==> config.mk <==
export PLATFORM = sky130hd
export DESIGN_NAME = imem_loader
export DESIGN_NICKNAME = d
export VERILOG_FILES = /design/src/rtl/imem_loader.sv
export SDC_FILE = /design/constraint.sdc
export NUM_CORES = 1
export LEC_CHECK = 0
export CORE_UTILIZATION = 50
export CTS_CLUSTER_SIZE = 12
export DETAILED_ROUTE_END_ITERATION = 7
export HOLD_SLACK_MARGIN = 0.03
export PLACE_DENSITY = 0.82
export SLEW_MARGIN = 10
export SYNTH_ARGS = -nofsm -noshare
export SYNTH_HDL_FRONTEND = slang
export SYNTH_SLANG_ARGS = --single-unit
==> constraint.sdc <==
create_clock -name clk -period 4.4 [get_ports clk]
set_input_delay 0.44 -clock clk [delete_from_list [all_inputs] [get_ports clk]]
set_output_delay 0.44 -clock clk [all_outputs]
set_load 0.1 [all_outputs]
==> src/rtl/imem_loader.sv <==
// Program loader: assembles a little-endian byte stream into 32-bit words,
// writes them to instruction memory and holds the core in reset until done.
module imem_loader #(
  parameter int          ADDR_W    = 8,
  parameter logic [63:0] BASE_ADDR = 64'h0
) (
  input  logic              clk,
  input  logic              reset,
  input  logic              start,
  input  logic [ADDR_W:0]   word_count,
  input  logic              byte_valid,
  input  logic [7:0]        byte_data,
  output logic              byte_ready,
  output logic              wr_en,
  output logic [63:0]       wr_addr,
  output logic [31:0]       wr_data,
  output logic              core_hold,
  output logic              busy,
  output logic              done,
  output logic              error
);

  localparam int CW = ADDR_W + 1;
  localparam logic [CW-1:0] MAX_WORDS = {1'b1, {ADDR_W{1'b0}}};

  typedef enum logic [1:0] {
    IDLE  = 2'd0,
    RECV  = 2'd1,
    WRITE = 2'd2,
    DONE  = 2'd3
  } state_t;

  state_t          state;
  logic [CW-1:0]   count_q;
  logic [CW-1:0]   word_idx;
  logic [1:0]      byte_idx;
  logic [23:0]     asm_q;

  logic            accept;
  logic            clamp;
  logic [CW-1:0]   word_idx_inc;
  logic [63:0]     addr_now;

  assign accept       = (state == RECV) && byte_valid && byte_ready;
  assign clamp        = (word_count > MAX_WORDS);
  assign word_idx_inc = word_idx + 1'b1;
  // word_idx never reaches count_q inside WRITE, so no address wrap is possible.
  assign addr_now     = BASE_ADDR + 64'({word_idx, 2'b00});

  // NOTE: every register here uses non-blocking assignment so all state
  // advances together on the edge; the partial-word register is reset too so
  // an aborted load cannot leak stale bytes into the next one.
  always_ff @(posedge clk or negedge reset) begin
    if (!reset) begin
      state      <= IDLE;
      count_q    <= '0;
      word_idx   <= '0;
      byte_idx   <= '0;
      asm_q      <= '0;
      byte_ready <= 1'b0;
      wr_en      <= 1'b0;
      wr_addr    <= '0;
      wr_data    <= '0;
      core_hold  <= 1'b1;
      busy       <= 1'b0;
      done       <= 1'b0;
      error      <= 1'b0;
    end else begin
      wr_en <= 1'b0;
      done  <= 1'b0;

      case (state)
        IDLE: begin
          byte_ready <= 1'b0;
          busy       <= 1'b0;
          if (start) begin
            count_q   <= clamp ? MAX_WORDS : word_count;
            error     <= clamp;
            word_idx  <= '0;
            byte_idx  <= '0;
            core_hold <= 1'b1;
            if (word_count == '0) begin
              state <= DONE;
              done  <= 1'b1;
            end else begin
              state      <= RECV;
              byte_ready <= 1'b1;
              busy       <= 1'b1;
            end
          end
        end

        RECV: begin
          if (accept) begin
            byte_idx <= byte_idx + 2'd1;
            case (byte_idx)
              2'd0: asm_q[7:0]   <= byte_data;
              2'd1: asm_q[15:8]  <= byte_data;
              2'd2: asm_q[23:16] <= byte_data;
              default: begin
                state      <= WRITE;
                byte_ready <= 1'b0;
                wr_en      <= 1'b1;
                wr_data    <= {byte_data, asm_q};
                wr_addr    <= addr_now;
              end
            endcase
          end
        end

        WRITE: begin
          word_idx <= word_idx_inc;
          if (word_idx_inc == count_q) begin
            state <= DONE;
            busy  <= 1'b0;
            done  <= 1'b1;
          end else begin
            state      <= RECV;
            byte_ready <= 1'b1;
          end
        end

        DONE: begin
          state     <= IDLE;
          core_hold <= 1'b0;
        end

        default: state <= IDLE;
      endcase
    end
  end

endmodule
==> results of run 1 <==
[layout make-up]
cell class,instances,share of cell area [%]
Clock inverter,7,2.06
Inverter,10,0.710
Multi-Input combinational cell,273,35.5
Timing Repair Buffer,68,12.8
Sequential cell,93,44.0
Tap cell,108,2.56
Clock buffer,9,2.34
[power breakdown]
| part | switching, mW | internal (mW) | leakage [nW] |
|---|---|---|---|
| Clock | 0.320 | 0.334 | 0.119 |
| Sequential | 0.145 | 1.08 | 1.24 |
| Combinational | 1.02 | 0.400 | 1.16 |
| Total | 1.48 | 1.82 | 2.53 |
[registers in the layout (all words and copies together) (netlist names)]
| signal | flops |
|---|---|
| core_hold | 1 |
| error | 1 |
| byte_ready | 1 |
| byte_idx | 2 |
| word_idx | 9 |
| count_q | 9 |
| state | 2 |
| wr_en | 1 |
| asm_q | 24 |
| busy | 1 |
| done | 1 |
| wr_data | 32 |
| wr_addr | 9 |
[worst max-delay path, cell delays in order (launching register included)]
cell and delay, ns:
dfrtp_1 0.48, ha_1 0.32, and2_4 0.20, o21ai_0 0.17, a31oi_1 0.09, or4_1 0.58
or2_4 0.27, a222oi_1 0.29
[placed cells by master (no fill, tap or decap), types with 2 or more instances in the layout]
master / n
dfrtp_1: 92
clkdlybuf4s50_1: 66
mux2_2: 63
conb_1: 55
nand2_1: 33
o21ai_0: 25
inv_1: 10
nand2b_1: 10
nor2_1: 9
ha_1: 9
clkbuf_8: 9
xnor2_1: 8
nand3_1: 7
a22o_1: 6
a21oi_1: 5
nor3_1: 4
xor2_1: 3
and3_1: 3
nand4_1: 3
inv_6: 3
nor4_1: 2
a31oi_1: 2
or4_1: 2
bufinv_16: 2
inv_8: 2
buf_4: 2
[worst min-delay path by stage]
stage / start / end / slack, ns
detailed placement: wr_addr[5]$_DFFE_PN0P_ / wr_addr[5]$_DFFE_PN0P_ / 0.47
floorplan: reset / asm_q[0]$_DFFE_PN0P_ / 0.14
global route: reset / wr_data[31]$_DFFE_PN0P_ / 0.13
CTS: reset / wr_data[31]$_DFFE_PN0P_ / 0.1
global placement: wr_addr[5]$_DFFE_PN0P_ / wr_addr[5]$_DFFE_PN0P_ / 0.47
finish: reset / wr_data[29]$_DFFE_PN0P_ / 0.08
[metrics by stage]
step	setup WS [ns]	area, µm²	util, %	cells
after floorplan	2.13	4730	-	443
after global placement	1.86	5050	57.7	552
after detailed placement	1.79	5050	57.7	552
after CTS	1.92	5290	60.3	568
after global routing	1.77	5290	60.3	568
final	1.89	5290	60.3	568
[logic make-up after synthesis]
family,Yosys count
AOI/OAI and AO/OA,53
xor gates and xnor gates,11
adders and majority gates,9
buffers and inverters,77
DFF,93
muxes,64
other,1
and+or+nand+nor,81
[per-layer routing]
layer	global-route usage [%]	vias up
li1	-	1364
met1	24.6	1405
met2	28.5	103
met3	2.88	12
met4	6.77	0
met5	0	-
==> qor.csv, run 1 <==
stage,metric,value,unit
cts,setup bufs post-CTS,0,
sta,final hold viol count,0,
layout,nets@finish,485,
sta,Fmax achieved,399,MHz
setup_path,Reg-to-Reg End,state[1]$_DFFE_PN0P_,
layout,fillers,722,
synth,Synth Area in XOR/XNOR,2.13,%
routing,routed len/inst,14.1,µm
floorplanning,num rows,34,
setup_path,crit path from,word_idx[0]$_DFFE_PN0P_,
placed_design,DP HPWL,5660,µm
synth,post-synthesis sequential area ratio,51.4,%
grt,Overall Global Routing Usage,17.8,%
routing,initial DRC count,150,
cts,"Clk Latency, worst-skew pair",0.36,ns
cts,cts repair resizes,0,
layout,Reg area,2330,µm²
synth,yosys warns,0,
setup_path,Setup crit end kind,flop,
routing,"antenna viol nets, final",0,
setup_path,R2R setup slack,1.89,ns
synth,Synth Area in Adders,2.49,%
cts,CTS Buf Count,9,
layout,ant diodes,0,
synth,post-synthesis mux area share,15.9,%
synth,post-synth top area share,50.9,%
synth,Post-Syn Instances,389,
synth,most area-hungry cell type in the Yosys netlist,dfrtp_1,
setup_path,Reg-to-Reg Start,word_idx[0]$_DFFE_PN0P_,
sta,clock skew,0.0117,ns
layout,share of layout cells above drive strength 1,20.0,%
placed_design,port bufs,67,
cts,cts hold-fix bufs,0,
hold_path,worst hold path type,in2async,
routing,Max Used Layer,met4,
routing,drt drc,0,
layout,Multi-input gate area,1880,µm²
synth,post-synthesis compound-gate area fraction,7.52,%
sta,fin. max-slew vios,0,
cts,CTS sink count,93,
grt,first-pass GRT wire length,13400,µm
routing,metal1 wirelength,3710,µm
sta,worst hold margin,0.0794,ns
setup_path,critical path class,reg2reg,
cts,CTS Buffer Depth,2,
grt,vias in the first global route,2730,
setup_path,Crit path arrival time,2.76,ns
routing,via count,2884,
outcome,status,completed,
setup_path,worst-path fanout max,7,
setup_path,Critical Path RT,4.66,ns
sta,unrepaired setup endpoints after global routing,false,
grt,total grt overflow,0,
synth,most frequent cell after synthesis,dfrtp_1,
sta,setup tns final,0,ns
cts,CTS tree,yes,
synth,largest family of logic cells by synthesized area,multiplexers,
floorplanning,Core ar.,8760,µm²
grt,largest net degree at the start of global routing,49,
sta,Worst-Margin Slew,1.00,ns
cts,CTS clock-pin slew for the worst setup and hold paths,0.10,ns
synth,Async SR Flop Fraction,100,%
cts,H-tree Lvls,3,
layout,area delta synth->final,16.8,%
routing,DR WL met2,3830,µm
power,total power,3.30,mW
cts,CTS Root Cell,clkbuf_8,
placed_design,GP Congestion,0.846,
setup_path,critical path endpoint,state[1]$_DFFE_PN0P_,
floorplanning,die extent in y,97.2,µm
flow_run,max_cap viols,0,
routing,DR WL met3,351,µm
synth,simple-gate share of the synthesized area,8.84,%
synth,top_reg_cell synth,dfrtp_1,
grt,initial antenna violation count,0,
power,Pleak,2.53,nW
floorplanning,Die W,97.2,µm
setup_path,Reg2Reg Depth,7,
floorplanning,io pins,123,
synth,main area contributors after synthesis,"dfrtp_1 (51%), mux2_2 (16%), buf_4 (9.5%), nand2_1 (2.8%), o21ai_0 (2.8%)",
synth,Yosys reg bits,93,
setup_path,CP Launch Type,flop,
floorplanning,DIE AREA,9440,µm²
synth,Synth Area per Inst,11.6,µm²
routing,drt total wl,8030,µm
routing,DR pass1 iterations,5,
sta,setup violators final,0,
power,Cell Pwr Density,624,nW/µm²
synth,Post-synth EDFFs,0,
sta,Final Cycle Share,57.0,%
sta,slew margin rel.,32.9,%
synth,Commonest cells post-synth,"dfrtp_1 (92), mux2_2 (63), buf_4 (57), nand2_1 (34), o21ai_0 (25)",
sta,Final min period,2.51,ns
synth,synth unique cells,47,
routing,post-DR vias/cell,5.08,
power,Max VDD drop,0.464,mV
floorplanning,initial core utilization,51.7,%
synth,area of the mapped netlist,4530,µm²
(Power assumes the default switching activity.)
==> run 2, diff against run 1 <==
--- a/config.mk
+++ b/config.mk
@@ -5,11 +5,11 @@
 export SDC_FILE = /design/constraint.sdc
 export NUM_CORES = 1
 export LEC_CHECK = 0
-export CORE_UTILIZATION = 50
+export CORE_UTILIZATION = 44
 export CTS_CLUSTER_SIZE = 12
 export DETAILED_ROUTE_END_ITERATION = 7
 export HOLD_SLACK_MARGIN = 0.03
-export PLACE_DENSITY = 0.82
+export PLACE_DENSITY = 0.77
 export SLEW_MARGIN = 10
 export SYNTH_ARGS = -nofsm -noshare
 export SYNTH_HDL_FRONTEND = slang
==> constraint.sdc (replaced) <==
create_clock -name clk -period 2.1 [get_ports clk]
set_input_delay 0.21 -clock clk [delete_from_list [all_inputs] [get_ports clk]]
set_output_delay 0.21 -clock clk [all_outputs]
set_load 0.1 [all_outputs]
==> run 2 against run 1 <==
Effect of this change:
- worst setup slack worse by 2.0 ns
- sequential share of layout area is 0.64 points lower
- critical endpoint is now busy$_DFFE_PN0P_
- the run now ends with negative setup slack left
- die area is 13% higher
- via count is 3.3% higher
==> qor.csv, run 2 (same netlist as run 1, synthesis figures left out) <==
stage,metric,value,unit,change
layout,fillers,836,,was 722
layout,area delta synth->final,18.7,%,was 16.8%
sta,Final min period,2.20,ns,was 2.51 ns
floorplanning,die extent in y,103,µm,was 97.2 µm
cts,CTS Root Cell,clkbuf_8,,unchanged
layout,most frequent cells in the layout,"dfrtp_1 (89), buf_4 (65), mux2_2 (63)",,"was dfrtp_1 (92), clkdlybuf4s50_1 (66), mux2_2 (63)"
routing,routed len/inst,13.7,µm,was 14.1 µm
cts,"Clk Latency, worst-skew pair",0.36,ns,about the same
sta,Fmax achieved,455,MHz,was 399 MHz
routing,drt total wl,8370,µm,was 8030 µm
routing,"antenna viol nets, final",0,,unchanged
setup_path,Setup crit end kind,flop,,unchanged
routing,via count,2980,,was 2884
sta,slew margin rel.,56.4,%,was 32.9%
sta,final hold viol count,0,,unchanged
routing,drt drc,0,,unchanged
placed_design,port bufs,67,,unchanged
grt,largest net degree at the start of global routing,47,,was 49
placed_design,Post-DP Area,5120,µm²,was 5050 µm²
sta,Worst-Margin Slew,0.649,ns,was 1.00 ns
setup_path,Critical Path RT,2.36,ns,was 4.66 ns
cts,CTS Buffer Depth,2,,unchanged
cts,CTS Buf Count,9,,unchanged
grt,total grt overflow,0,,unchanged
sta,Final Cycle Share,105,%,was 57.0%
power,Cell Pwr Density,1260,nW/µm²,was 624 nW/µm²
sta,worst hold margin,0.377,ns,was 0.0794 ns
grt,met3 global-route usage,4.44,%,was 2.88%
setup_path,worst-path fanout max,4,,was 7
layout,nets@finish,504,,was 485
layout,Top Registers,"wr_data: 32 flops, asm_q: 24 flops",,unchanged
power,Max VDD drop,0.807,mV,was 0.464 mV
outcome,failing checks,negative setup slack,,
sta,unrepaired setup endpoints after global routing,true,,was false
placed_design,Post-Place Setup Slack,-0.0976,ns,was 1.79 ns
floorplanning,DIE AREA,10700,µm²,was 9440 µm²
grt,Overall Global Routing Usage,16.7,%,was 17.8%
layout,number of flip-flops in the largest register,32,,unchanged
grt,met2 GRT Util,28.0,%,was 28.5%
power,total power,6.78,mW,was 3.30 mW
floorplanning,Die W,103,µm,was 97.2 µm
floorplanning,Core ar.,9860,µm²,was 8760 µm²
floorplanning,num rows,36,,was 34
sta,clock skew,0.0117,ns,about the same
routing,post-DR vias/cell,4.87,,was 5.08
cts,H-tree Lvls,3,,unchanged
layout,"Design Area, Final",5370,µm²,was 5290 µm²
routing,initial DRC count,109,,was 150
grt,routing usage on met1,21.2,%,was 24.6%
grt,first-pass GRT wire length,13700,µm,was 13400 µm
outcome,status,finished with violations,,was completed
setup_path,critical path class,reg2reg,,unchanged
hold_path,worst hold path type,in2async,,unchanged
placed_design,DP HPWL,6100,µm,was 5660 µm
grt,initial antenna violation count,0,,unchanged
layout,share of layout cells above drive strength 1,35.3,%,was 20.0%
placed_design,GP Congestion,0.888,,was 0.846
routing,DR pass1 iterations,6,,was 5
cts,CTS tree,yes,,unchanged
layout,ant diodes,0,,unchanged
floorplanning,io pins,123,,unchanged
sta,fin. max-slew vios,0,,unchanged
power,Pleak,2.70,nW,was 2.53 nW
grt,GRT busiest layer,met2,,unchanged
floorplanning,initial core utilization,45.9,%,was 51.7%
grt,vias in the first global route,2865,,was 2730
sta,final worst setup slack,-0.100,ns,was 1.89 ns
flow_run,max_cap viols,0,,unchanged
layout,most flop-heavy register,wr_data,,unchanged
cts,CTS clock-pin slew for the worst setup and hold paths,0.10,ns,about the same
setup_path,Crit path arrival time,2.46,ns,was 2.76 ns
sta,setup violators final,3,,was 0
layout,"most common cell after layout, fill and taps aside",dfrtp_1,,unchanged
cts,CTS sink count,93,,unchanged
setup_path,CP Launch Type,flop,,unchanged
-- run 2: changes by cell type in the layout (fill, tap and decap cells not counted), sizes merged --
cell / delta
clkinvlp: +1
bufinv: -2
inv: -2
clkbuf: +1
clkinv: +2
clkdlybuf4s50: -47
dlygate4sd3: +1
buf: +65
-- run 2: critical path, cell delays in order, from the launching register on --
cell and delay, ns:
dfrtp_2 0.43, ha_4 0.18, buf_4 0.13, nand2_1 0.09
nor2_2 0.06, xnor2_1 0.12, or4_4 0.49, or2_4 0.26
buf_4 0.13, a31o_2 0.21
-- run 2: through the flow --
stage | TNS (ns) | cells | utilization, %
finish | -0.221 | 612 | 54.5
global route | -0.520 | 612 | 54.5
CTS | -0.329 | 612 | 54.3
floorplan | 0 | 443 | -
detailed placement | -0.102 | 592 | 51.9
global placement | -0.0109 | 592 | 51.9
-- run 2: per-layer routing --
metal  up-vias  part of all wire [%]  wire length (µm)
met5         -                     0                 0
met4         0                   1.1                91
met3        14                   5.2               434
met2       105                    48              4010
met1      1459                    46              3830
li1       1402                     -                 -
-- run 2: area by class of cell --
type / instances / area, µm² / area share, %
sequential: 93 / 2330 / 43.4
multi-input combinational: 273 / 1920 / 35.7
clock inverter: 6 / 53.8 / 1.00
timing repair buffer: 87 / 728 / 13.6
tap: 133 / 166 / 3.10
inverter: 10 / 37.5 / 0.698
clock buffer: 10 / 138 / 2.56
-- run 2: path summary, 6_finish.rpt --
kind                                         start                      end  slack (ns)  cells after the start
min in group clk                     word_count[2]   count_q[2]$_DFFE_PN0P_        0.43                      3
max reg2reg                word_idx[0]$_DFFE_PN0P_         busy$_DFFE_PN0P_       -0.10                      9
max                        word_idx[0]$_DFFE_PN0P_         busy$_DFFE_PN0P_       -0.10                      9
min reg2reg                  asm_q[15]$_DFFE_PN0P_  wr_data[15]$_DFFE_PN0P_        0.49                      1
min                                          reset  wr_data[26]$_DFFE_PN0P_        0.38                      2
max in group asynchronous                    reset    core_hold$_DFFE_PN1P_        1.03                      3
-- run 2: where the power goes --
group | total (mW) | internal (mW) | switching [mW]
sequential | 2.57 | 2.28 | 0.296
combinational | 3.07 | 0.882 | 2.18
clock | 1.14 | 0.483 | 0.656
total | 6.78 | 3.64 | 3.14
-- run 2: what timing repair did --
item,in CTS,in global routing
pin swaps,6,5
endpoints found under the hold margin,43,0
setup endpoints to repair,2,28
gates resized for setup,3,7
hold buffers,1,0
setup buffers,3,0
